**src/rtl/pipeline_stall_ctrl.sv**
```systemverilog
`default_nettype none
// +----------------------------------------------------------------------------+
// | pipeline_stall_ctrl                                                        |
// | Hazard/stall sequencer: load-use, divider wait window, branch and          |
// | exception flushes. Optional macro STALL_PERF_CNT_EN adds stall_cycles.     |
// | Rev 1.0 - initial release                                                  |
// +----------------------------------------------------------------------------+
module pipeline_stall_ctrl #(
    parameter int DIV_LATENCY = 32,
    parameter int CNT_W       = 8
) (
    input  logic             clk,
    input  logic             rst,
    input  logic             id_reg_read_en_1,
    input  logic [4:0]       id_reg_addr_1,
    input  logic             id_reg_read_en_2,
    input  logic [4:0]       id_reg_addr_2,
    input  logic             ex_mem_read,
    input  logic             ex_write_reg_en,
    input  logic [4:0]       ex_write_reg_addr,
    input  logic             ex_div_start,
    input  logic             div_done,
    input  logic             ex_branch_taken,
    input  logic             exc_flush,
    output logic [5:0]       stall,
    output logic             flush_id,
    output logic             flush_all,
    output logic [1:0]       ctrl_state,
`ifdef STALL_PERF_CNT_EN
    output logic [31:0]      stall_cycles,
`endif
    output logic             div_timeout
);

    typedef enum logic [1:0] {
        S_RUN      = 2'd0,
        S_DIV_WAIT = 2'd1,
        S_FLUSH    = 2'd2,
        S_UNUSED   = 2'd3
    } state_t;

    localparam logic [CNT_W-1:0] c_div_load  = CNT_W'(DIV_LATENCY - 1);
    localparam logic [5:0]       c_stall_div = 6'b001111;
    localparam logic [5:0]       c_stall_lu  = 6'b000111;

    state_t           r_state;
    state_t           w_state_nxt;
    logic [CNT_W-1:0] r_cnt;
    logic [CNT_W-1:0] w_cnt_nxt;
    logic             w_timeout_nxt;
    logic             w_lu;

    assign w_lu = ex_mem_read & ex_write_reg_en & (ex_write_reg_addr != 5'd0) &
                  ((id_reg_read_en_1 & (id_reg_addr_1 == ex_write_reg_addr)) |
                   (id_reg_read_en_2 & (id_reg_addr_2 == ex_write_reg_addr)));

    always_comb begin
        stall         = 6'b0;
        flush_id      = 1'b0;
        flush_all     = 1'b0;
        w_state_nxt   = r_state;
        w_cnt_nxt     = r_cnt;
        w_timeout_nxt = 1'b0;
        if (exc_flush) begin
            flush_all   = 1'b1;
            w_state_nxt = S_FLUSH;
            w_cnt_nxt   = '0;
        end else begin
            case (r_state)
                S_RUN: begin
                    if (ex_div_start) begin
                        stall       = c_stall_div;
                        w_cnt_nxt   = c_div_load;
                        w_state_nxt = S_DIV_WAIT;
                    end else if (w_lu) begin
                        stall = c_stall_lu;
                    end else if (ex_branch_taken) begin
                        flush_id = 1'b1;
                    end
                end
                S_DIV_WAIT: begin
                    if (div_done) begin
                        w_state_nxt = S_RUN;
                    end else begin
                        // Stall holds through the counter==0 cycle; release is next cycle.
                        stall = c_stall_div;
                        if (r_cnt == '0) begin
                            w_timeout_nxt = 1'b1;
                            w_state_nxt   = S_RUN;
                        end else begin
                            w_cnt_nxt = r_cnt - CNT_W'(1);
                        end
                    end
                end
                S_FLUSH:  w_state_nxt = S_RUN;
                default:  w_state_nxt = S_RUN;
            endcase
        end
    end

    always_ff @(posedge clk or negedge rst) begin
        if (!rst) begin
            r_state     <= S_RUN;
            r_cnt       <= '0;
            div_timeout <= 1'b0;
        end else begin
            r_state     <= w_state_nxt;
            r_cnt       <= w_cnt_nxt;
            div_timeout <= w_timeout_nxt;
        end
    end

    assign ctrl_state = r_state;

`ifdef STALL_PERF_CNT_EN
    always_ff @(posedge clk or negedge rst) begin
        if (!rst) begin
            stall_cycles <= 32'd0;
        end else if (stall[1]) begin
            stall_cycles <= stall_cycles + 32'd1;
        end
    end
`endif

endmodule
`default_nettype wire

```
**config.mk**
```make
export PLATFORM = sky130hd
export DESIGN_NAME = pipeline_stall_ctrl
export DESIGN_NICKNAME = d
export VERILOG_FILES = /design/src/rtl/pipeline_stall_ctrl.sv
export SDC_FILE = /design/constraint.sdc
export NUM_CORES = 1
export LEC_CHECK = 0
export CAP_MARGIN = 20
export CORE_MARGIN = 1.5
export CORE_UTILIZATION = 25
export DETAILED_ROUTE_END_ITERATION = 7
export GPL_TIMING_DRIVEN = 0
export MAX_ROUTING_LAYER = met4
export PLACE_DENSITY_LB_ADDON = 0.1
export SETUP_SLACK_MARGIN = 0.1
export SKIP_LAST_GASP = 1
export SYNTH_ARGS = -nofsm -noshare
export SYNTH_HDL_FRONTEND = slang
export SYNTH_SLANG_ARGS = --single-unit
```
**constraint.sdc**
```tcl
create_clock -name clk -period 4.55 [get_ports clk]
set_input_delay 1.1375 -clock clk [delete_from_list [all_inputs] [get_ports clk]]
set_output_delay 1.1375 -clock clk [all_outputs]
set_load 0.1 [all_outputs]
```
## After elaboration in Yosys (flattened, before gate mapping)

Index checks and enable logic that the tools add are counted.

| operators by class | value |
|---|---|
| $add $sub $neg | 1 |
| equal/unequal tests | 7 |
| muxes and demuxes | 25 |
| bitwise gates (word level) | 6 |
| reduce and logical (&&, ||, !) cells | 6 |

Operators by type and width:

| cell | number |
|---|---|
| two-way mux 8 bit | 4 |
| case mux 8 bit (2 select lines) | 1 |
| equality test 5 bit | 2 |
| two-way mux 1 bit | 10 |
| inequality test 3 bit, second input constant | 3 |
| logical NOT 8 bit | 1 |
| two-way mux 2 bit | 4 |
| two-way mux 4 bit | 2 |
| case mux 4 bit (2 select lines) | 1 |
| subtractor 8 x 1 -> 8 bit, second input constant | 1 |
| two-way mux 6 bit | 1 |
| AND 1 bit | 5 |
| nonzero test 5 bit | 1 |
| inequality test 4 bit, second input constant | 1 |
| case mux 2 bit (2 select lines) | 1 |
| AND reduction 4 bit | 1 |
| two-way mux 3 bit | 1 |
| nonzero test 3 bit | 1 |
| equality test 2 x 1 -> 1 bit, second input constant | 1 |
| logical NOT 2 bit | 1 |
| AND reduction 2 bit | 1 |
| OR 1 bit | 1 |

| storage, ports and cells | value |
|---|---|
| register bits after elaboration | 11 |
| output and inout port bits | 11 |
| word-level logic and storage cells | 48 |

## Depth between registers and ports, before layout

| depth | value |
|---|---|
| depth after elaboration | 8 |
| mapped depth | 6 |
| depth with buffers taken out | 6 |

## Worst setup path after synthesis

Ideal clock, no wire load.

| timing | value |
|---|---|
| path kind | in2out |
| start | input div_done |
| end | output stall[1] |
| arrival | 3.847 ns |
| path slack | -0.435 ns |
| cell stages on the path | 5 |
| cell sequence | or3b_2 > nor2_1 > a21o_1 > o21bai_1 > buf_4 |

| between the ends | value |
|---|---|
| longest elaborated chain between the ends | 3 |

RTL lines:

| element | line | text |
|---|---|---|
| from (decl) | 22 | `input logic div_done,` |
| two-way mux 4 bit | 82 | `if (div_done) begin` |
| case mux 4 bit (2 select lines) | 69 | `case (r_state)` |
| two-way mux 6 bit | 64 | `if (exc_flush) begin` |
| to (decl) | 25 | `output logic [5:0] stall,` |

Every way passes these cells.

## Worst setup path after layout

| timing | value |
|---|---|
| start | input exc_flush |
| end | output stall[0] |

| between the ends | value |
|---|---|
| longest elaborated chain between the ends | 1 |

RTL lines:

| element | line | text |
|---|---|---|
| from (decl) | 24 | `input logic exc_flush,` |
| two-way mux 6 bit | 64 |  |

Every way passes these cells.

==> flow_summary.json <==
{
  "arrival_ns": 3.18,
  "post-place-cells": 168,
  "io_buffers": 33,
  "worstHoldStart": "r_cnt[1]",
  "tritoncts": "yes",
  "leakagePower_nw": 0.492,
  "finalSetupViolCount": 0,
  "cap_viol_max_count": 0,
  "hold_end": "r_cnt[1]",
  "synthFlopType": "dfrtp_1",
  "synth.ff_latch_count": 11,
  "fp.coreArea_mm2": 0.00310,
  "die_x_um": 60.6,
  "grt_pass1_vias": 788,
  "grt.met2_usage_pct": 19.5,
  "r2r.worst_path.cells": 6,
  "fin_crit_sh_pct": 94.9,
  "ir_drop_v": 0.000108,
  "utilization_pct": 39.9,
  "syn_area_per_cell_um2": 9.23,
  "place.gp.congestion": 0.724,
  "synthCells": 90,
  "worstMarginPinSlew_ns": 0.974,
  "pre_cts_ws_ns": -0.480,
  "routed_wl_mm": 2.14,
  "root_buffer": "clkbuf_4",
  "overflow": 0,
  "numClockSinks": 11,
  "cts_hold_buf": 0,
  "route.detailed.drc": 0,
  "synth_area_leader_cell": "dfrtp_1",
  "yosysWarnings": 0,
  "use_met1_pct": 16.9,
  "synth_cell_types": 38,
  "synthArstFlopShare_pct": 100,
  "numCtsBuffers": 3,
  "endpoint_kind": "output port",
  "synth_area_leaders": "dfrtp_1 33%, xor2_1 9.5%, buf_4 4.5%",
  "area_growth_syn_to_layout_pct": 49.1,
  "stdcell_count": 172,
  "rr_endpoint": "r_cnt[0]",
  "rows": 20,
  "firstDrtPassIters": 4,
  "ys_seq_area_share_pct": 33.1,
  "status": "complete, no violations",
  "dp_hpwl_mm": 1.70,
  "vias_per_cell": 4.73,
  "fp.dieH_um": 60.6,
  "start_kind": "primary input",
  "ant_nets": 0,
  "crit_required_ns": 3.41,
  "use_met3_pct": 4.48,
  "htreeDepth": 1,
  "holdPathStages": 1,
  "drv_slew": 0,
  "layout-drive-gt1-share_pct": 18.0,
  "wl_per_cell_um": 12.4,
  "cts_max_path_buffers": 2,
  "hold_viol": 0,
  "crit_type": "primary input to output port",
  "netlist_area_um2": 831,
  "r2r-start": "r_cnt[0]",
  "path_clk_slew_ns": 0.07,
  "nNetsFinal": 155,
  "period_needed_ns": 4.32,
  "grt_setup_unrepaired": "no",
  "antenna_cells": 0,
  "clock.fmax_mhz": 232,
  "vias": 813,
  "slew_headroom_pct": 34.9,
  "hold_ws_ns": 0.581,
  "grt_use_total_pct": 13.1,
  "p_total_mw": 0.291,
  "worstPathMaxFanout": 10,
  "synth_top_area_share_pct": 33.1,
  "setup_ws_ns": 0.231,
  "worstSkewPairLatency_ns": 0.28,
  "hp-class": "register to register",
  "reg2reg_slack_ns": 2.52,
  "grt_pass1_wl_mm": 3.52,
  "drtIter0Drc": 24,
  "ios": 36,
  "antenna_found_initial": 0,
  "grt_max_degree": 12,
  "start_util_pct": 26.8,
  "powerDensity_mw_per_mm2": 235,
  "die_area_mm2": 0.00368,
  "gr-max-usage-layer": "met2",
  "fillers": 332,
  "final.setup_skew_ns": 0.000562,
  "synth_enable_flop_cells": 0
}
## repair_timing
item	CTS	global route
hold endpoints to repair	0	0
endpoints found under the setup margin	5	2
gates cloned	0	0
gates resized for setup	16	3
buffers inserted	0	0
## cell families after synthesis
family          Yosys count  synth area share, %
simple gates             29                 20.6
compound gates           23                 20.9
xor+xnor                 12                 12.7
flops                    11                 33.1
buf+inv                  10                 6.78
mux                       3                 3.92
fa+ha+maj                 1                 1.51
other cells               1                0.451
## layout by cell type, fill, tap and decap left out, drive strengths merged, types with 3 or more instances in the layout
cell,Yosys,routed
a31oi,3,3
inv,3,3
nor4,3,3
or4,3,3
a21oi,6,6
clkbuf,2,7
xnor2,3,3
clkdlybuf4s50,0,28
buf,5,7
xor2,9,9
dfrtp,11,11
nor3,4,4
nor2,9,9
o22a,3,3
## state kept, by name (all words and copies together) (netlist names)
name	flops
ctrl_state	2
div_timeout	1
r_cnt	8
## synthesized netlist by cell type (2+ instances only)
cell type,number
a21o_1,2
a21oi_1,5
a31oi_1,3
buf_4,5
clkbuf_1,2
dfrtp_1,11
inv_1,3
mux2_2,2
nor2_1,9
nor3_1,4
nor4_1,3
o22a_1,3
or3b_2,2
or4_1,2
xnor2_1,3
xor2_1,9
## critical path, cell delays in order
cell,delay (ns)
clkdlybuf4s50_1,0.44
clkbuf_1,0.24
nor3_1,0.39
o2111ai_1,0.20
o21bai_2,0.18
clkdlybuf4s15_2,0.58
## power breakdown
part,total (mW),switching (mW),leakage (nW),internal [mW]
clock network,0.0709,0.0369,0.0150,0.0340
registers,0.113,0.00900,0.139,0.104
logic,0.107,0.0621,0.338,0.0453
## final cells by class
type	count	area (um2)	share of cell area, %
clock buffer	4	26.3	2.12
multi-input combinational	70	508	41.0
timing repair buffer	33	318	25.7
buffer	7	45.0	3.64
inverter	3	11.3	0.909
tap	44	55.1	4.44
sequential	11	275	22.2
## how the worst max path moves through the flow
stage          depth (start not counted)        to  startpoint
2_1_floorplan                          5  stall[1]    div_done
3_3_place_gp                           7  stall[2]   exc_flush
3_5_place_dp                           7  stall[1]   exc_flush
4_1_cts                                7  stall[1]   exc_flush
5_1_grt                                6  stall[0]   exc_flush
6_report                               6  stall[0]   exc_flush
## per-layer routing
metal | share of wire, % | up-vias | wire [um]
met3 | 7.8 | 4 | 167
met2 | 46 | 24 | 985
met1 | 45 | 382 | 968
met5 | 0 | - | 0
li1 | - | 403 | -
met4 | 0.89 | 0 | 19
## stage by stage
stage	instance area, um2	setup TNS, ns
floorplan	840	0
detailed placement	1220	-1.83
global route	1240	0
CTS	1250	0
finish	1240	0
global placement	1220	-1.80
No activity file was read; power rests on OpenSTA's default activity.
